[config.mk]
export PLATFORM = sky130hd
export DESIGN_NAME = esp32_spi_btn_slave
export DESIGN_NICKNAME = d
export VERILOG_FILES = /design/src/rtl/esp32_spi_btn_slave.sv
export SDC_FILE = /design/constraint.sdc
export NUM_CORES = 1
export LEC_CHECK = 0
export CORE_MARGIN = 4
export CORE_UTILIZATION = 40
export DETAILED_ROUTE_END_ITERATION = 10
export SYNTH_ARGS = -nofsm -noshare
export SYNTH_HDL_FRONTEND = slang
export SYNTH_SLANG_ARGS = --single-unit
[constraint.sdc]
create_clock -name clk_25mhz -period 2 [get_ports clk_25mhz]
set_input_delay 0.6 -clock clk_25mhz [delete_from_list [all_inputs] [get_ports clk_25mhz]]
set_output_delay 0.6 -clock clk_25mhz [all_outputs]
set_load 0.01 [all_outputs]
[src/rtl/esp32_spi_btn_slave.sv]
// Oversampled SPI slave for the ESP32 link: all SPI pins and buttons are synchronized
// into clk_25mhz, buttons are debounced, and a command/data pair can write the LED register.
module esp32_spi_btn_slave #(
   parameter int unsigned C_sync_stages   = 2,
   parameter int unsigned C_debounce_bits = 16,
   parameter logic [6:0]  C_btn_reset     = 7'b0000001
) (
   input  logic       clk_25mhz,
   input  logic       rst,
   input  logic       spi_csn,
   input  logic       spi_sclk,
   input  logic       spi_mosi,
   output logic       spi_miso,
   output logic       spi_miso_oe,
   input  logic [6:0] btn,
   output logic [6:0] btn_db,
   output logic [7:0] led_reg,
   output logic       rx_valid,
   output logic [7:0] rx_byte,
   output logic       rx_first
);

   typedef enum logic [1:0] {IDLE, CMD, DATA, DRAIN} state_t;

   localparam logic [C_debounce_bits-1:0] DbLast = {{(C_debounce_bits-1){1'b1}}, 1'b0};
   localparam logic [7:0]                 CmdWriteLed = 8'h01;

   logic [C_sync_stages-1:0] csnSync_q;
   logic [C_sync_stages-1:0] sclkSync_q;
   logic [C_sync_stages-1:0] mosiSync_q;
   logic [6:0]               btnSync_q [C_sync_stages];
   logic                     sclkPrev_q;

   logic                     csnS;
   logic                     sclkS;
   logic                     mosiS;
   logic [6:0]               btnS;
   logic                     sclkRise;
   logic                     sclkFall;

   logic [C_debounce_bits-1:0] dbCnt_q [7];
   logic [C_debounce_bits-1:0] dbCnt_d [7];
   logic [6:0]                 btnDb_q, btnDb_d;

   state_t      state_q, state_d;
   logic [2:0]  bitCnt_q, bitCnt_d;
   logic [1:0]  byteCnt_q, byteCnt_d;
   logic [7:0]  shiftIn_q, shiftIn_d;
   logic [7:0]  shiftOut_q, shiftOut_d;
   logic [7:0]  cmd_q, cmd_d;
   logic [7:0]  ledReg_q, ledReg_d;
   logic        rxValid_q, rxValid_d;
   logic [7:0]  rxByte_q, rxByte_d;
   logic        rxFirst_q, rxFirst_d;
   logic [7:0]  shiftInNext;

   // Synchronizers reset to the idle levels of the lines so no phantom edge follows reset.
   always_ff @(posedge clk_25mhz) begin
      if (rst) begin
         csnSync_q  <= '1;
         sclkSync_q <= '0;
         mosiSync_q <= '0;
         sclkPrev_q <= 1'b0;
         for (int i = 0; i < int'(C_sync_stages); i++) begin
            btnSync_q[i] <= C_btn_reset;
         end
      end else begin
         csnSync_q  <= {csnSync_q[C_sync_stages-2:0], spi_csn};
         sclkSync_q <= {sclkSync_q[C_sync_stages-2:0], spi_sclk};
         mosiSync_q <= {mosiSync_q[C_sync_stages-2:0], spi_mosi};
         sclkPrev_q <= sclkSync_q[C_sync_stages-1];
         btnSync_q[0] <= btn;
         for (int i = 1; i < int'(C_sync_stages); i++) begin
            btnSync_q[i] <= btnSync_q[i-1];
         end
      end
   end

   assign csnS     = csnSync_q[C_sync_stages-1];
   assign sclkS    = sclkSync_q[C_sync_stages-1];
   assign mosiS    = mosiSync_q[C_sync_stages-1];
   assign btnS     = btnSync_q[C_sync_stages-1];
   assign sclkRise = sclkS & ~sclkPrev_q;
   assign sclkFall = ~sclkS & sclkPrev_q;

   // Acceptance fires on the cycle the counter would reach all-ones, so the
   // input must differ for 2^C_debounce_bits - 1 consecutive cycles.
   always_comb begin
      btnDb_d = btnDb_q;
      for (int i = 0; i < 7; i++) begin
         dbCnt_d[i] = dbCnt_q[i];
         if (btnS[i] == btnDb_q[i]) begin
            dbCnt_d[i] = '0;
         end else if (dbCnt_q[i] == DbLast) begin
            btnDb_d[i] = btnS[i];
            dbCnt_d[i] = '0;
         end else begin
            dbCnt_d[i] = dbCnt_q[i] + 1'b1;
         end
      end
   end

   always_ff @(posedge clk_25mhz) begin
      if (rst) begin
         btnDb_q <= C_btn_reset;
         for (int i = 0; i < 7; i++) begin
            dbCnt_q[i] <= '0;
         end
      end else begin
         btnDb_q <= btnDb_d;
         for (int i = 0; i < 7; i++) begin
            dbCnt_q[i] <= dbCnt_d[i];
         end
      end
   end

   assign shiftInNext = {shiftIn_q[6:0], mosiS};

   // The falling edge right after a byte completes is skipped (bit counter back at 0)
   // so bit 7 of the freshly reloaded byte stays on MISO for the next rising edge.
   always_comb begin
      state_d    = state_q;
      bitCnt_d   = bitCnt_q;
      byteCnt_d  = byteCnt_q;
      shiftIn_d  = shiftIn_q;
      shiftOut_d = shiftOut_q;
      cmd_d      = cmd_q;
      ledReg_d   = ledReg_q;
      rxValid_d  = 1'b0;
      rxByte_d   = rxByte_q;
      rxFirst_d  = 1'b0;

      case (state_q)
         IDLE: begin
            bitCnt_d   = '0;
            byteCnt_d  = '0;
            shiftOut_d = {1'b0, btnDb_q};
            if (!csnS) begin
               state_d = CMD;
            end
         end
         default: begin
            if (csnS) begin
               state_d = IDLE;
            end else if (sclkRise) begin
               shiftIn_d = shiftInNext;
               bitCnt_d  = bitCnt_q + 3'd1;
               if (bitCnt_q == 3'd7) begin
                  rxValid_d  = 1'b1;
                  rxByte_d   = shiftInNext;
                  rxFirst_d  = (byteCnt_q == 2'd0);
                  shiftOut_d = ledReg_q;
                  if (byteCnt_q != 2'd2) begin
                     byteCnt_d = byteCnt_q + 2'd1;
                  end
                  case (state_q)
                     CMD: begin
                        cmd_d   = shiftInNext;
                        state_d = DATA;
                     end
                     DATA: begin
                        if (cmd_q == CmdWriteLed) begin
                           ledReg_d = shiftInNext;
                        end
                        state_d = DRAIN;
                     end
                     default: begin
                     end
                  endcase
               end
            end else if (sclkFall && (bitCnt_q != 3'd0)) begin
               shiftOut_d = {shiftOut_q[6:0], 1'b0};
            end
         end
      endcase
   end

   always_ff @(posedge clk_25mhz) begin
      if (rst) begin
         state_q    <= IDLE;
         bitCnt_q   <= '0;
         byteCnt_q  <= '0;
         shiftIn_q  <= '0;
         shiftOut_q <= '0;
         cmd_q      <= '0;
         ledReg_q   <= '0;
         rxValid_q  <= 1'b0;
         rxByte_q   <= '0;
         rxFirst_q  <= 1'b0;
      end else begin
         state_q    <= state_d;
         bitCnt_q   <= bitCnt_d;
         byteCnt_q  <= byteCnt_d;
         shiftIn_q  <= shiftIn_d;
         shiftOut_q <= shiftOut_d;
         cmd_q      <= cmd_d;
         ledReg_q   <= ledReg_d;
         rxValid_q  <= rxValid_d;
         rxByte_q   <= rxByte_d;
         rxFirst_q  <= rxFirst_d;
      end
   end

   assign spi_miso    = shiftOut_q[7];
   assign spi_miso_oe = (state_q != IDLE);
   assign btn_db      = btnDb_q;
   assign led_reg     = ledReg_q;
   assign rx_valid    = rxValid_q;
   assign rx_byte     = rxByte_q;
   assign rx_first    = rxFirst_q;

endmodule
==> flow_metrics.py, run 1 <==
metrics = {
    "global_route": {
        "grt_usage_pct": 14.3,
        "grt_max_degree": 27,
        "antenna_found_initial": 0,
        "grt_pass1_vias": 5666,
        "grt_pass1_wl_mm": 26.5,
        "gr-total-overflow": 0,
    },
    "worst_setup_path": {
        "crit_fanout": 3,
        "path_class": "flop to primary output",
        "critical_path.max_stage_delay_ps": 550,
        "end_kind": "primary output",
        "cp_cell_sequence": "clkdlybuf4s50_1",
        "crit_family": "buffers and inverters",
        "cp.buffers_inverters": 1,
        "r2r_cells": 4,
        "required_ps": 1400,
        "critical_path_depth": 1,
        "slowest_stage": "clkdlybuf4s50_1",
        "worst_ep_arrival_time_ps": 1340,
        "cp-start-kind": "flop",
    },
    "timing": {
        "holdWs_ps": 410,
        "finalSetupViolations": 0,
        "worst_slew_pin_slew_ps": 504,
        "hold_violations": 0,
        "relSlewSlack_pct": 66.4,
        "fmax_mhz": 515,
        "period_share_pct": 97.2,
        "rsz0062_at_grt": "false",
        "period_minus_slack_ps": 1940,
        "finalMaxSlewViolations": 0,
        "skew_ps": 7.69,
        "setup_tns_ps": 0,
    },
    "min_path": {
        "hold-path-cell-count": 1,
        "hp-class": "flop to flop",
    },
    "layout": {
        "layout-drive-gt1-share_pct": 8.86,
        "fin_cells": 1224,
        "final_area_sq_um": 9330,
        "postLayoutCoreUtil_pct": 48.0,
        "largest_reg_flops": 112,
        "nets": 980,
        "multi_input_area_sq_um": 3890,
        "reg.largest.list": "dbCnt_q: 112 flops, btnSync_q: 14 flops",
        "diodes": 0,
        "syn_to_final_growth_pct": 18.1,
        "regArea_sq_um": 3770,
        "largest_register": "dbCnt_q",
        "fill_cells": 1878,
    },
    "placed_design": {
        "dp.cells": 1192,
        "placed_area_sq_um": 8700,
        "gp_congestion": 0.785,
        "portBuffers": 38,
        "dpl.hpwl_mm": 10.3,
    },
    "routing": {
        "drc": 0,
        "first_iter_violations": 279,
        "ant_nets": 0,
        "drt_wl_total_mm": 15.0,
        "dr.pass1.iters": 4,
        "vias": 6034,
        "avgRoutedWirePerCell_um": 12.2,
        "vias_per_cell": 4.93,
    },
    "synth": {
        "synthSimpleGateAreaFrac_pct": 26.6,
        "synth_fa_ha_area_share_pct": 3.48,
        "synth.top_cells.by_area": "dfxtp_1 48%, xnor2_1 6.9%, nor2_1 6.5%, xor2_1 4.3%, nand3_1 3.7%",
        "synth-seq-cells": 188,
        "synth_xor_area_share_pct": 11.2,
        "synth.area.mux_share_pct": 1.52,
        "synth-seq-area-share_pct": 47.6,
        "syn_area_sq_um": 7910,
        "syn-num-nets": 928,
        "yosysWarnings": 0,
        "syn_inst": 894,
        "synth_top_area_share_pct": 47.6,
        "post_synth_num_cell_types": 45,
        "postSynthAreaPerCell_sq_um": 8.84,
        "synth_compound_area_share_pct": 6.38,
        "synth_top_area_cell": "dfxtp_1",
        "synth_top_family_by_area": "simple AND/OR/NAND/NOR gates",
    },
    "clock_network": {
        "clk_path_buf_depth": 2,
        "h-tree-depth": 4,
        "cts_setup_buffers": 0,
        "clk_pin_slew_ps": 70,
        "cts_buffers": 17,
        "clock-sinks": 188,
        "cts_tree": "done",
        "clockRootBuffer": "clkbuf_16",
        "clkLatencyLatePin_ps": 420,
    },
    "power": {
        "p_leak_nw": 3.05,
        "power.density_nw_per_um2": 801,
        "irDropWorstVdd_uv": 531,
    },
    "run_status": {
        "status": "complete, no violations",
    },
    "floorplanning": {
        "rows": 51,
        "initial_utilization_pct": 40.6,
        "fp.coreArea_sq_um": 19500,
        "die_area_sq_um": 22100,
        "ios": 39,
        "die_width_um": 149,
        "die-height_um": 149,
    },
    "job": {
        "cap_violations": 0,
    },
}
cells in the mapped netlist (all sizes together):
library cell,n
a21boi,1
a21o,1
a21oi,44
a22oi,2
a31oi,1
and2,7
and3,7
and3b,1
and4,13
buf,9
clkbuf,25
dfxtp,188
ha,22
inv,29
mux2i,12
nand2,66
nand2b,1
nand3,59
nand3b,7
nand4,37
nor2,136
nor2b,19
nor3,14
nor3b,7
nor4,22
nor4b,1
o211ai,1
o21ai,30
o311ai,6
o31a,1
o31ai,1
o41ai,2
or2,8
or3,9
or4,4
xnor2,62
xor2,39
report_power, final:
| group | internal (mW) | total, mW | switching, mW |
|---|---|---|---|
| registers | 3.77 | 3.79 | 0.0185 |
| clock network | 2.04 | 3.54 | 1.50 |
| logic | 0.0641 | 0.144 | 0.0799 |
cell families (layout without fill, tap and decap cells):
logic type | Yosys count | after routing
AOI/OAI and AO/OA | 90 | 90
muxes | 12 | 12
buffers and inverters | 63 | 128
DFF | 188 | 188
xor gates and xnor gates | 101 | 101
and+or+nand+nor | 418 | 418
adders and majority gates | 22 | 22
worst paths after layout:
path | from | end | slack, ps
setup reg to reg | dbCnt_q[6][6] | dbCnt_q[6][15] | 200
hold / removal | btnSync_q[0][0] | btnSync_q[0][7] | 410
hold reg to reg | btnSync_q[0][0] | btnSync_q[0][7] | 410
setup / recovery | led_reg[1] | led_reg[1] | 60
layer usage:
metal  routed length, um  vias up  GRT usage [%]  share of wire [%]
met3                 475        6           3.53                3.2
li1                    -     3164              -                  -
met2                6630       68           22.0                 44
met1                7780     2796           20.2                 52
met5                   0        -              0                  0
met4                  99        0           3.46               0.66
area by class of cell:
class                   count  area share (%)
clock buffers              18            4.71
clock inverters            14            1.97
inverters                  29            1.17
multi-input cells         643            41.7
flip-flops and latches    188            40.4
well taps                 265            3.55
repair buffers             67            6.49
cells in the final DEF, fill, tap and decap left out, drive strengths merged, types with 28 or more instances in the layout:
master	instances
inv	35
dfxtp	188
clkdlybuf4s50	28
o21ai	30
nand4	37
buf	30
nand3	59
nor2	136
nand2	66
a21oi	44
xor2	39
xnor2	62
through the flow:
step / power [mW] / setup slack, ps
floorplan: 3.96 / 187
global placement: 4.02 / 201
detailed placement: 4.02 / 176
CTS: 7.58 / 0.338
global route: 7.76 / 0.282
finish: 7.47 / 56.7
repair_timing:
item	CTS	global route
hold buffers	0	0
endpoints found under the setup margin	10	7
gates cloned	0	0
endpoints found under the hold margin	0	0
resized for setup	12	7
Power figures use the tool's default switching activity.
==> run 2, diff against run 1 <==
- CORE_UTILIZATION: 40 -> 45
==> flow_metrics.py, run 2 (synthesis gave the netlist of run 1 again) <==
metrics = {
    "clock_network": {
        "holdBufCountCts": 0,
        "clkLatencyLatePin_ps": 420,
        "h-tree-depth": 4,
        "clock-sinks": 188,
        "cts_tree": "done",
        "cts_setup_buffers": 0,
        "cts_buffers": 17,
        "clk_path_buf_depth": 2,
        "clockRootBuffer": "clkbuf_16",
        "clk_pin_slew_ps": 70,
    },
    "worst_setup_path": {
        "worstReg2RegStart": "dbCnt_q[6][6]",
        "crit_family": "buffers and inverters",
        "path_class": "flop to primary output",
        "cp.buffers_inverters": 1,
        "end_kind": "primary output",
        "r2r_setup_slack_ps": 200,
        "required_ps": 1400,
        "cp-start-kind": "flop",
        "crit_fanout": 2,
        "reg2reg_to": "dbCnt_q[6][15]",
        "worst_ep_arrival_time_ps": 1330,
        "r2r_cells": 4,
        "cp_cell_sequence": "clkdlybuf4s50_1",
        "critical_path.max_stage_delay_ps": 550,
        "slowest_stage": "clkdlybuf4s50_1",
    },
    "power": {
        "p_leak_nw": 3.12,
        "power.density_nw_per_um2": 781,
        "power_mw": 7.24,
        "irDropWorstVdd_uv": 557,
    },
    "layout": {
        "mostFrequentLayoutCell": "dfxtp_1",
        "diodes": 0,
        "fill_cells": 1633,
        "nets": 980,
        "layout-drive-gt1-share_pct": 8.46,
        "largest_reg_flops": 112,
        "final_cell_mix": "181 x dfxtp_1, 136 x nor2_1, 66 x nand2_1",
        "syn_to_final_growth_pct": 17.3,
        "reg.largest.list": "dbCnt_q: 112 flops, btnSync_q: 14 flops",
        "largest_register": "dbCnt_q",
    },
    "routing": {
        "vias_per_cell": 5.01,
        "vias": 5922,
        "drt_wl_total_mm": 14.9,
        "drc": 0,
        "dr.pass1.iters": 4,
        "ant_nets": 0,
        "first_iter_violations": 236,
        "avgRoutedWirePerCell_um": 12.6,
    },
    "min_path": {
        "hp-class": "flop to flop",
        "min_to": "csnSync_q[1]",
        "min_from": "csnSync_q[0]",
        "hold-path-cell-count": 1,
    },
    "timing": {
        "skew_ps": 6.40,
        "worst_slew_pin_slew_ps": 469,
        "finalSetupViolations": 0,
        "finalMaxSlewViolations": 0,
        "period_minus_slack_ps": 1930,
        "layout_setup_ws_ps": 71.2,
        "fmax_mhz": 518,
        "rsz0062_at_grt": "false",
        "period_share_pct": 96.4,
        "hold_violations": 0,
        "relSlewSlack_pct": 68.4,
        "setup_tns_ps": 0,
    },
    "floorplanning": {
        "fp.coreArea_sq_um": 17200,
        "die-height_um": 141,
        "die_area_sq_um": 19800,
        "initial_utilization_pct": 45.9,
        "ios": 39,
        "rows": 48,
        "die_width_um": 141,
    },
    "placed_design": {
        "gp_congestion": 0.747,
        "dpl.hpwl_mm": 10.4,
        "dp_slack_ps": 185,
        "portBuffers": 38,
    },
    "global_route": {
        "grt_pass1_wl_mm": 26.1,
        "grt_pass1_vias": 5521,
        "grt_usage_pct": 15.8,
        "antenna_found_initial": 0,
        "grt_max_degree": 26,
        "gr-total-overflow": 0,
    },
    "run_status": {
        "status": "complete, no violations",
    },
    "job": {
        "cap_violations": 0,
    },
}
run 2: cell count changes in the layout (fill, tap and decap cells not counted), sizes merged, moves of 3 or more:
cell           before  now
clkinvlp            2    5
clkdlybuf4s50      28   23
dlymetal6s2s        4    9
inv                35   30
run 2: report_power, final:
group | total [mW] | switching (mW) | internal (mW)
Combinational | 0.152 | 0.0829 | 0.0689
Sequential | 3.79 | 0.0175 | 3.77
Clock | 3.31 | 1.43 | 1.88
run 2: how the worst max path moves through the flow:
| stage | from | end | slack (ps) | cells after the start |
|---|---|---|---|---|
| global route | bitCnt_q[0] | shiftOut_q[5] | 2 | 6 |
| finish | rx_byte[2] | rx_byte[2] | 70 | 1 |
| global placement | state_q[0] | spi_miso_oe | 200 | 4 |
| floorplan | bitCnt_q[0] | shiftOut_q[2] | 190 | 7 |
| CTS | btn_db[5] | btn_db[5] | 4 | 1 |
| detailed placement | bitCnt_q[0] | shiftOut_q[1] | 190 | 6 |
run 2: stage by stage:
| stage | utilization [%] | hold WS, ps | cell area (sq um) | std cells |
|---|---|---|---|---|
| 6_report | 53.8 | 412 | 9270 | 1183 |
| 5_1_grt | 53.8 | 420 | 9270 | 1183 |
| 4_1_cts | 53.7 | 416 | 9250 | 1183 |
| 3_5_place_dp | 50.3 | 400 | 8660 | 1152 |
| 3_3_place_gp | 50.3 | 397 | 8660 | 1152 |
| 2_1_floorplan | - | 389 | 7910 | 894 |
run 2: cell type report:
cell class                      instances  area (sq um)  area share (%)
Clock buffer                           19           443            4.78
Clock inverter                         12           141            1.52
Inverter                               29           109            1.17
Multi-Input combinational cell        643          3890            42.0
Sequential cell                       188          3770            40.7
Tap cell                              225           282            3.04
Timing Repair Buffer                   67           636            6.85
run 2: repair_timing:
action | 4_1_cts | 5_1_grt
gates resized for setup | 11 | 13
setup endpoints to repair | 10 | 12
pin swaps | 0 | 0
hold endpoints to repair | 0 | 0
run 2: routing by layer:
layer	part of all wire [%]	GRT usage (%)	wire, um
met5	0	0	0
met4	0.83	4.28	124
met3	3.2	4.51	481
met2	44	24.1	6620
met1	52	22.1	7710
==> run 3, diff against run 2 <==
- PLACE_DENSITY: default -> 0.6
==> results of run 3 <==
No change in the layout: final DEF, timing and power equal those of run 2.
